## src/rtl/rx_4b.sv

```systemverilog
// rx_4b: 4-bit SPI receive front end.
// Oversamples spi_clk/spi_w/mosi in the clk domain, assembles NIBBLES nibbles
// (MSB nibble first) into one frame and offers it to the ALU over valid/ready.
module rx_4b #(
   parameter int NIBBLES     = 5,
   parameter int SYNC_STAGES = 2
) (
   input  logic                   clk,
   input  logic                   rst_n,
   input  logic                   spi_clk,
   input  logic                   spi_w,
   input  logic [3:0]             mosi,
   output logic [4*NIBBLES-1:0]   rx_data,
   output logic                   rx_valid,
   input  logic                   rx_ready,
   output logic                   rx_busy,
   output logic                   frame_err,
   output logic                   overrun
);

   localparam int            FW   = 4 * NIBBLES;
   localparam int            CW   = $clog2(NIBBLES);
   localparam logic [CW-1:0] LAST = CW'(NIBBLES - 1);

   localparam logic [1:0] S_IDLE = 2'd0;
   localparam logic [1:0] S_RECV = 2'd1;
   localparam logic [1:0] S_WAIT = 2'd2;

   // synchroniser chains, newest sample in bit/element 0
   logic [SYNC_STAGES-1:0]      sclk_sync_q;
   logic [SYNC_STAGES-1:0]      w_sync_q;
   logic [SYNC_STAGES-1:0][3:0] mosi_sync_q;

   // edge-detect stage: edge flag plus spi_w and mosi delayed to stay aligned with it
   logic       sclk_prev_q;
   logic       edge_q;
   logic       w_q;
   logic [3:0] nib_q;

   // frame assembly
   logic [1:0]    state_q, state_d;
   logic [CW-1:0] count_q, count_d;
   logic [FW-5:0] shreg_q, shreg_d;
   logic [FW-1:0] frame_q, frame_d;
   logic          done_q, done_d;
   logic          err_d;
   logic [FW-1:0] shifted;

   // output stage
   logic [FW-1:0] rx_data_q;
   logic          rx_valid_q;
   logic          frame_err_q;
   logic          overrun_q;

   // bring the asynchronous SPI pins into the clk domain
   always_ff @(posedge clk or negedge rst_n) begin
      if (!rst_n) begin
         sclk_sync_q <= '0;
         w_sync_q    <= '0;
         mosi_sync_q <= '0;
      end else begin
         sclk_sync_q <= {sclk_sync_q[SYNC_STAGES-2:0], spi_clk};
         w_sync_q    <= {w_sync_q[SYNC_STAGES-2:0], spi_w};
         mosi_sync_q <= {mosi_sync_q[SYNC_STAGES-2:0], mosi};
      end
   end

   // registered rising-edge detection on the synchronised spi_clk
   always_ff @(posedge clk or negedge rst_n) begin
      if (!rst_n) begin
         sclk_prev_q <= 1'b0;
         edge_q      <= 1'b0;
         w_q         <= 1'b0;
         nib_q       <= '0;
      end else begin
         sclk_prev_q <= sclk_sync_q[SYNC_STAGES-1];
         edge_q      <= sclk_sync_q[SYNC_STAGES-1] & ~sclk_prev_q;
         w_q         <= w_sync_q[SYNC_STAGES-1];
         nib_q       <= mosi_sync_q[SYNC_STAGES-1];
      end
   end

   assign shifted = {shreg_q, nib_q};

   // frame FSM: counts qualified edges inside one spi_w window
   always_comb begin
      state_d = state_q;
      count_d = count_q;
      shreg_d = shreg_q;
      frame_d = frame_q;
      done_d  = 1'b0;
      err_d   = 1'b0;
      case (state_q)
         S_IDLE: begin
            if (w_q) begin
               state_d = S_RECV;
               count_d = '0;
               // an edge arriving together with the window opening is kept
               if (edge_q) begin
                  shreg_d = shifted[FW-5:0];
                  count_d = CW'(1);
               end
            end
         end
         S_RECV: begin
            if (!w_q) begin
               state_d = S_IDLE;
               count_d = '0;
               err_d   = (count_q != '0);
            end else if (edge_q) begin
               if (count_q == LAST) begin
                  frame_d = shifted;
                  done_d  = 1'b1;
                  count_d = '0;
                  state_d = S_WAIT;
               end else begin
                  shreg_d = shifted[FW-5:0];
                  count_d = count_q + CW'(1);
               end
            end
         end
         S_WAIT: begin
            if (!w_q) state_d = S_IDLE;
         end
         default: begin
            state_d = S_IDLE;
            count_d = '0;
         end
      endcase
   end

   // FSM and assembly registers
   always_ff @(posedge clk or negedge rst_n) begin
      if (!rst_n) begin
         state_q <= S_IDLE;
         count_q <= '0;
         shreg_q <= '0;
         frame_q <= '0;
         done_q  <= 1'b0;
      end else begin
         state_q <= state_d;
         count_q <= count_d;
         shreg_q <= shreg_d;
         frame_q <= frame_d;
         done_q  <= done_d;
      end
   end

   // output holding register with valid/ready handshake and overrun detection
   always_ff @(posedge clk or negedge rst_n) begin
      if (!rst_n) begin
         rx_data_q   <= '0;
         rx_valid_q  <= 1'b0;
         frame_err_q <= 1'b0;
         overrun_q   <= 1'b0;
      end else begin
         frame_err_q <= err_d;
         overrun_q   <= 1'b0;
         if (done_q) begin
            if (!rx_valid_q || rx_ready) begin
               rx_data_q  <= frame_q;
               rx_valid_q <= 1'b1;
            end else begin
               overrun_q  <= 1'b1;
            end
         end else if (rx_valid_q && rx_ready) begin
            rx_valid_q <= 1'b0;
         end
      end
   end

   assign rx_data   = rx_data_q;
   assign rx_valid  = rx_valid_q;
   assign rx_busy   = (state_q == S_RECV);
   assign frame_err = frame_err_q;
   assign overrun   = overrun_q;

endmodule

```

## config.mk

```make
export PLATFORM = sky130hd
export DESIGN_NAME = rx_4b
export DESIGN_NICKNAME = d
export VERILOG_FILES = /design/src/rtl/rx_4b.sv
export SDC_FILE = /design/constraint.sdc
export NUM_CORES = 1
export LEC_CHECK = 0
export CORE_MARGIN = 4
export CORE_UTILIZATION = 39
export CTS_CLUSTER_DIAMETER = 150
export DETAILED_ROUTE_END_ITERATION = 6
export GPL_ROUTABILITY_DRIVEN = 1
export PLACE_DENSITY = 0.69
export SLEW_MARGIN = 5
export SYNTH_ARGS = -nofsm -noshare
export SYNTH_HDL_FRONTEND = slang
export SYNTH_SLANG_ARGS = --single-unit
```

## constraint.sdc

```tcl
create_clock -name clk -period 3.9 [get_ports clk]
set_input_delay 0.78 -clock clk [delete_from_list [all_inputs] [get_ports clk]]
set_output_delay 0.78 -clock clk [all_outputs]
set_load 0.005 [all_outputs]
```

---- After elaboration in Yosys (flattened, before gate mapping) ----
Index checks and enable logic that the tools add are counted.
W data, S select, Z words.
word-level totals
  register bits ........................... 84
  input port bits ......................... 9
  output and inout port bits .............. 24
  word-level logic and storage cells ...... 75
cells by class
  add/sub/neg operators ................... 1
  equality and inequality tests ........... 12
  mux-type cells .......................... 29
  bitwise operators ....................... 3
  reductions and logical operators ........ 13
operator list
  operator               count
  $mux W16               5
  $pmux W16 S2           1
  $mux W1                12
  $mux W3                4
  $mux W2                5
  $pmux W3 S3            1
  $ne A2 B2 Y1 const B   4
  $reduce_and A4 Y1      2
  $ne A2 B1 Y1 const B   3
  $pmux W2 S3            1
  $reduce_and A6 Y1      1
  $reduce_and A2 Y1      2
  $reduce_bool A2 Y1     2
  $add A3 B1 Y3 const B  1
  $eq A3 B3 Y1 const B   1
  $ne A3 B2 Y1 const B   1
  $ne A3 B3 Y1 const B   1
  $reduce_and A3 Y1      1
  $reduce_bool A3 Y1     1
  $eq A2 B1 Y1 const B   1
  $eq A2 B2 Y1 const B   1
  $logic_not A2 Y1       1
  $not A1 Y1             2
  $and A1 B1 Y1          1
  other kinds (3)        3

---- Longest topological paths before layout ----
Gate-level depths: netlist of the first run.
  depth after elaboration ................. 5
  gate-level depth with buffers ........... 6
  depth with buffers taken out ............ 5

---- Worst setup path after synthesis of the first run ----
No wires, ideal clock.
  kind .................................... input port to flip-flop
  from .................................... input rx_ready
  to ...................................... register rx_data_q[0] (netlist: rx_data[0])
  setup time .............................. 125 ps
  data arrival time ....................... 1,541 ps
  data required time ...................... 3,775 ps
  setup slack ............................. 2,234 ps
  stages .................................. 4
  path buffers ............................ 1
  path through ............................ nand2b_1 > nand2_1 > buf_2 > mux2_2
between the ends
  longest elaborated chain between the ends .. 2
ends and longest elaborated chain
  element                      line  text
  from (decl)                  15    input logic rx_ready,
  $logic_or A1 B1 Y1           160   if (!rx_valid_q || rx_ready) begin
  $reduce_and A2 Y1 (no line)  --
  to (signal assigned)         161   rx_data_q <= frame_q;
  to (decl)                    50    logic [FW-1:0] rx_data_q;
No other way between the ends.
A chain may end at the register's enable or synchronous reset.

---- Final worst setup path of the first run ----
  from .................................... register state_q[0]
  to ...................................... output rx_busy
between the ends
  longest elaborated chain between the ends .. 1
ends and longest elaborated chain
  element                 line  text
  from (decl)             41    logic [1:0] state_q, state_d;
  from (signal assigned)  141   state_q <= state_d;
  $eq A2 B1 Y1            174   assign rx_busy = (state_q == S_RECV);
  to (decl)               16    output logic rx_busy,
No other way between the ends.

==> results of run 1 <==
routing by layer:
layer,vias up,GRT usage
met5,-,0
met4,0,0.0640
met3,8,0.0321
met2,28,0.161
met1,749,0.148
li1,707,-
critical path, cell delays in order (launching register included):
cell	delay [ns]
dfrtp_1	0.50
nor2b_1	0.20
clkdlybuf4s50_1	0.52
power by group:
group / internal (uW) / switching, uW
combinational: 59.0 / 38.1
clock: 365 / 307
sequential: 942 / 41.6
total: 1370 / 387
final cells by class:
class | instances | area [sq um]
Clock buffer | 9 | 124
Clock inverter | 7 | 98.8
Fill cell | 646 | 3730
Inverter | 5 | 18.8
Multi-Input combinational cell | 87 | 851
Sequential cell | 84 | 2100
Tap cell | 99 | 124
Timing Repair Buffer | 32 | 318
per-stage QoR:
step                      utilization  std cells  setup WS (ns)
after detailed placement        0.463        307           1.31
after global placement          0.463        307           1.35
after global routing            0.493        323           1.46
final                           0.493        323           1.56
after CTS                       0.493        323           1.53
after floorplan                     -        182           2.23
worst max-delay path by stage:
stage	slack, ns	endpoint
floorplan	2.23	rx_data[0]
global placement	1.35	rx_data[2]
detailed placement	1.31	rx_data[3]
CTS	1.53	rx_busy
global route	1.46	rx_busy
finish	1.56	rx_busy
layout by cell type, fill, tap and decap left out, drive strengths merged:
| master | instances |
|---|---|
| nor2b | 3 |
| o211ai | 1 |
| nor2 | 4 |
| inv | 7 |
| o32ai | 1 |
| and2b | 1 |
| o21bai | 1 |
| buf | 1 |
| o21ai | 3 |
| bufinv | 2 |
| dfrtp | 84 |
| a21oi | 2 |
| nand4 | 1 |
| clkdlybuf4s50 | 31 |
| nand2 | 4 |
| nor3 | 1 |
| clkinv | 2 |
| nand4b | 1 |
| nand3 | 2 |
| clkbuf | 9 |
| clkinvlp | 1 |
| ha | 2 |
| nand2b | 3 |
| mux2 | 57 |
registers in the layout (all words and copies together) (netlist names), 2 cells and up:
signal	cells
w_sync_q	2
mosi_sync_q	8
state_q	2
shreg_q	16
nib_q	4
sclk_sync_q	2
frame_q	20
rx_data	20
count_q	3
cell families after synthesis:
family	after synthesis
flops	84
compound gates	8
mux	57
buf+inv	11
fa+ha+maj	2
simple gates	20
==> run summary, run 1 <==
outcome = finished, final reports clean
Worst Reg-to-Reg Cells = 5
Ys Warns = 0
placed cell area = 3410 sq um
Root Driver = clkbuf_8
P_leak = 0.00171 uW
largest net degree at the start of global routing = 85
Max Clk Rate = 428 MHz
Metal-1 WL = 2060 microns
endpoints failing setup = 0
mapped cell area = 3020 sq um
gr usage total = 0.111
P per Cell Area = 482 nW/um^2
H-tree Lvls = 3
asr flop ratio synth = 1.00
reg2reg setup slack = 1.66 ns
highest metal used = met4
RSZ-0062 raised after global routing = false
global placer's final weighted congestion = 0.776
Reg clk slew, reported paths = 0.08 ns
sequential area share after synthesis = 0.697
Die H = 96.0 microns
Final Max Slew Viols = 0
NumNets Final = 230
CTS Sinks = 84
hold_sp = mosi_sync_q[0]
Mapped Nets = 193
FF-to-FF Start = count_q[0]
Synth Area in XOR/XNOR = 0
synthesized-area fraction occupied by adder cells = 0.00830
post-CTS resize count = 0
row count = 31
initial DRC count = 39
vias per cell = 4.62
crit path time final = 2.34 ns
post-route ant nets = 0
final hold viol count = 0
#FFs+latches synth = 84
WL final = 4290 microns
Vias = 1492
layout cells sized above 1 = 0.348
met3 WL post-DR = 209 microns
WL met2 = 1940 microns
fin crit share = 0.599
hold depth = 0
WHS = 0.353 ns
Initial Utilization = 0.409
wire per inst = 13.3 microns
CP Data Required Time = 3.12 ns
Netlist cell types = 25
antenna violations before repair = 0
first-pass GRT wire length = 7650 microns
compound-gate portion of the synthesized area = 0.0162
total die area = 9210 sq um
final worst clock skew = 0.0120 ns
CTS Hold Bufs = 0
DIE WIDTH = 96.0 microns
Critical Path Sink Type = output pin
peak supply drop = 196 uV
via count of the first global-routing pass = 1633
CTS tree = done
total gr overflow = 0
simple-gate share of the synthesized area = 0.0448
Mean Syn Cell Area = 16.6 sq um
worst reg2reg path endpoint = frame_q[7]
Slew headroom = 0.311
Antenna Diode Count = 0
Synth Flop Type = dfrtp_1
top cells by count, synth = dfrtp_1, mux2_2, inv_1, nand2_1, nor2_1
TritonRoute pass-1 iters = 4
Power Total = 1750 uW
final instance area = 3640 sq um
Skew-Pair Late Insertion Delay = 0.34 ns
hpwl dp = 2630 microns
CP Launch Type = flip-flop
EDFF count, synth = 0
Clock Path Buffers = 2
Cells after Synth = 182
setup tns final = 0 ns
Port Buffers = 32
Slew @ Worst Pin = 1.03 ns
top-count cell post-synth = dfrtp_1
Worst EP arrival = 1.56 ns
Crit. Startpoint = state_q[0]
top post-synthesis cells by area = dfrtp_1, mux2_2, ha_1
largest family of logic cells by synthesized area = multiplexers
top cell type's share of synthesized area = 0.697
class of the most critical setup path = reg -> out
Top Ports = 33
TritonCTS Buffers = 9
# DRC = 0
Hold EP = mosi_sync_q[4]
HP Class = reg -> reg
post-synth top area cell = dfrtp_1
mux cell area share after synthesis = 0.213
# Post-CTS Setup Buffers = 0
P&R area growth vs syn = 20.5%
CP Max Fanout = 9
MaxCap Viol Count = 0
Core Region = 7370 sq um
Power figures use the tool's default switching activity.
==> inputs of run 2 (changes only) <==
PLACE_DENSITY = 0.71   (was 0.69)
clock period = 2 ns   (was 3.9 ns; I/O delays follow)
==> run summary, run 2 (same netlist as run 1, synthesis figures left out) <==
outcome = finished, final reports clean
via count of the first global-routing pass = 1643
CP Max Fanout = 9
P_leak = 0.00174 uW
fin crit share = 0.946
TritonRoute pass-1 iters = 3
commonest non-fill, non-tap cell in the layout = dfrtp_1
largest net degree at the start of global routing = 45
total gr overflow = 0
hpwl dp = 2950 microns
Top Ports = 33
Clock Path Buffers = 2
most frequent cells in the layout = dfrtp_1, mux2_2, clkdlybuf4s50_1
MaxCap Viol Count = 0
Final Max Slew Viols = 0
P&R area growth vs syn = 22.6%
final instance area = 3700 sq um
CP Launch Type = flip-flop
CP Data Required Time = 1.60 ns
# DRC = 0
crit path time final = 1.89 ns
Worst Reg-to-Reg Cells = 6
CTS Sinks = 84
FF-to-FF Start = count_q[0]
CTS Hold Bufs = 0
global placer's final weighted congestion = 0.800
reg2reg setup slack = 0.26 ns
row count = 31
Vias = 1565
RSZ-0062 raised after global routing = false
Critical Path Sink Type = output pin
antenna violations before repair = 0
Power Total = 3400 uW
NumNets Final = 235
WL final = 4520 microns
WHS = 0.0434 ns
Slew headroom = 0.624
final worst clock skew = 0.00690 ns
Skew-Pair Late Insertion Delay = 0.34 ns
endpoints failing setup = 0
P per Cell Area = 919 nW/um^2
Reg clk slew, reported paths = 0.08 ns
Crit. Startpoint = state_q[0]
Initial Utilization = 0.409
first-pass GRT wire length = 7950 microns
Worst EP arrival = 1.49 ns
peak supply drop = 470 uV
layout cells sized above 1 = 0.367
Root Driver = clkbuf_8
H-tree Lvls = 3
initial DRC count = 49
# Post-CTS Setup Buffers = 0
Core Region = 7370 sq um
placed cell area = 3480 sq um
Slew @ Worst Pin = 0.564 ns
DIE WIDTH = 96.0 microns
Port Buffers = 32
final hold viol count = 0
post-route ant nets = 0
worst reg2reg path endpoint = frame_q[12]
Die H = 96.0 microns
setup tns final = 0 ns
wire per inst = 13.8 microns
CTS tree = done
fillers = 646
class of the most critical setup path = reg -> out
gr usage total = 0.115
HP Class = in -> async
Antenna Diode Count = 0
Max Clk Rate = 528 MHz
vias per cell = 4.77
TritonCTS Buffers = 9
total die area = 9210 sq um
## run 2: worst max-delay path, stage by stage, from the launching register on
cell	delay, ns
dfrtp_2	0.45
nor2b_1	0.19
clkdlybuf4s50_1	0.52
## run 2: cell type report
cell class | count | area (sq um) | share of cell area
multi-input cells | 87 | 851 | 0.230
clock inverters | 3 | 42.5 | 0.0115
clock buffers | 13 | 179 | 0.0484
well taps | 99 | 124 | 0.0335
repair buffers | 37 | 380 | 0.103
inverters | 5 | 18.8 | 0.00507
flip-flops and latches | 84 | 2100 | 0.569
## run 2: routing by layer
layer	wire (microns)	GRT usage	vias to the layer above
met1	1990	0.141	819
met4	51	0.0355	0
met5	0	0	-
met2	2240	0.182	30
met3	232	0.0524	5
li1	-	-	711
## run 2: worst max-delay path by stage
stage                  endpoint  cells after the start
finish                  rx_busy                      2
global route            rx_busy                      2
CTS                     rx_busy                      2
detailed placement   rx_data[8]                      5
global placement     rx_data[2]                      5
floorplan           frame_q[10]                      6
## run 2: metrics by stage
stage | util | std cells | setup WS [ns]
4_1_cts | 0.502 | 328 | 0.0134
2_1_floorplan | - | 182 | 0.376
3_5_place_dp | 0.472 | 312 | 0.244
6_report | 0.502 | 328 | 0.108
5_1_grt | 0.502 | 328 | 0.0373
3_3_place_gp | 0.472 | 312 | 0.271
## run 2: repair_timing
action	4_1_cts	5_1_grt
setup endpoints to repair	0	1
gates resized for setup	0	1
endpoints found under the hold margin	0	0
## run 2: where the power goes
group / switching [uW] / total [uW] / internal (uW)
logic: 77.6 / 198 / 120
registers: 86.4 / 1920 / 1840
clock network: 565 / 1280 / 712
total: 729 / 3400 / 2670
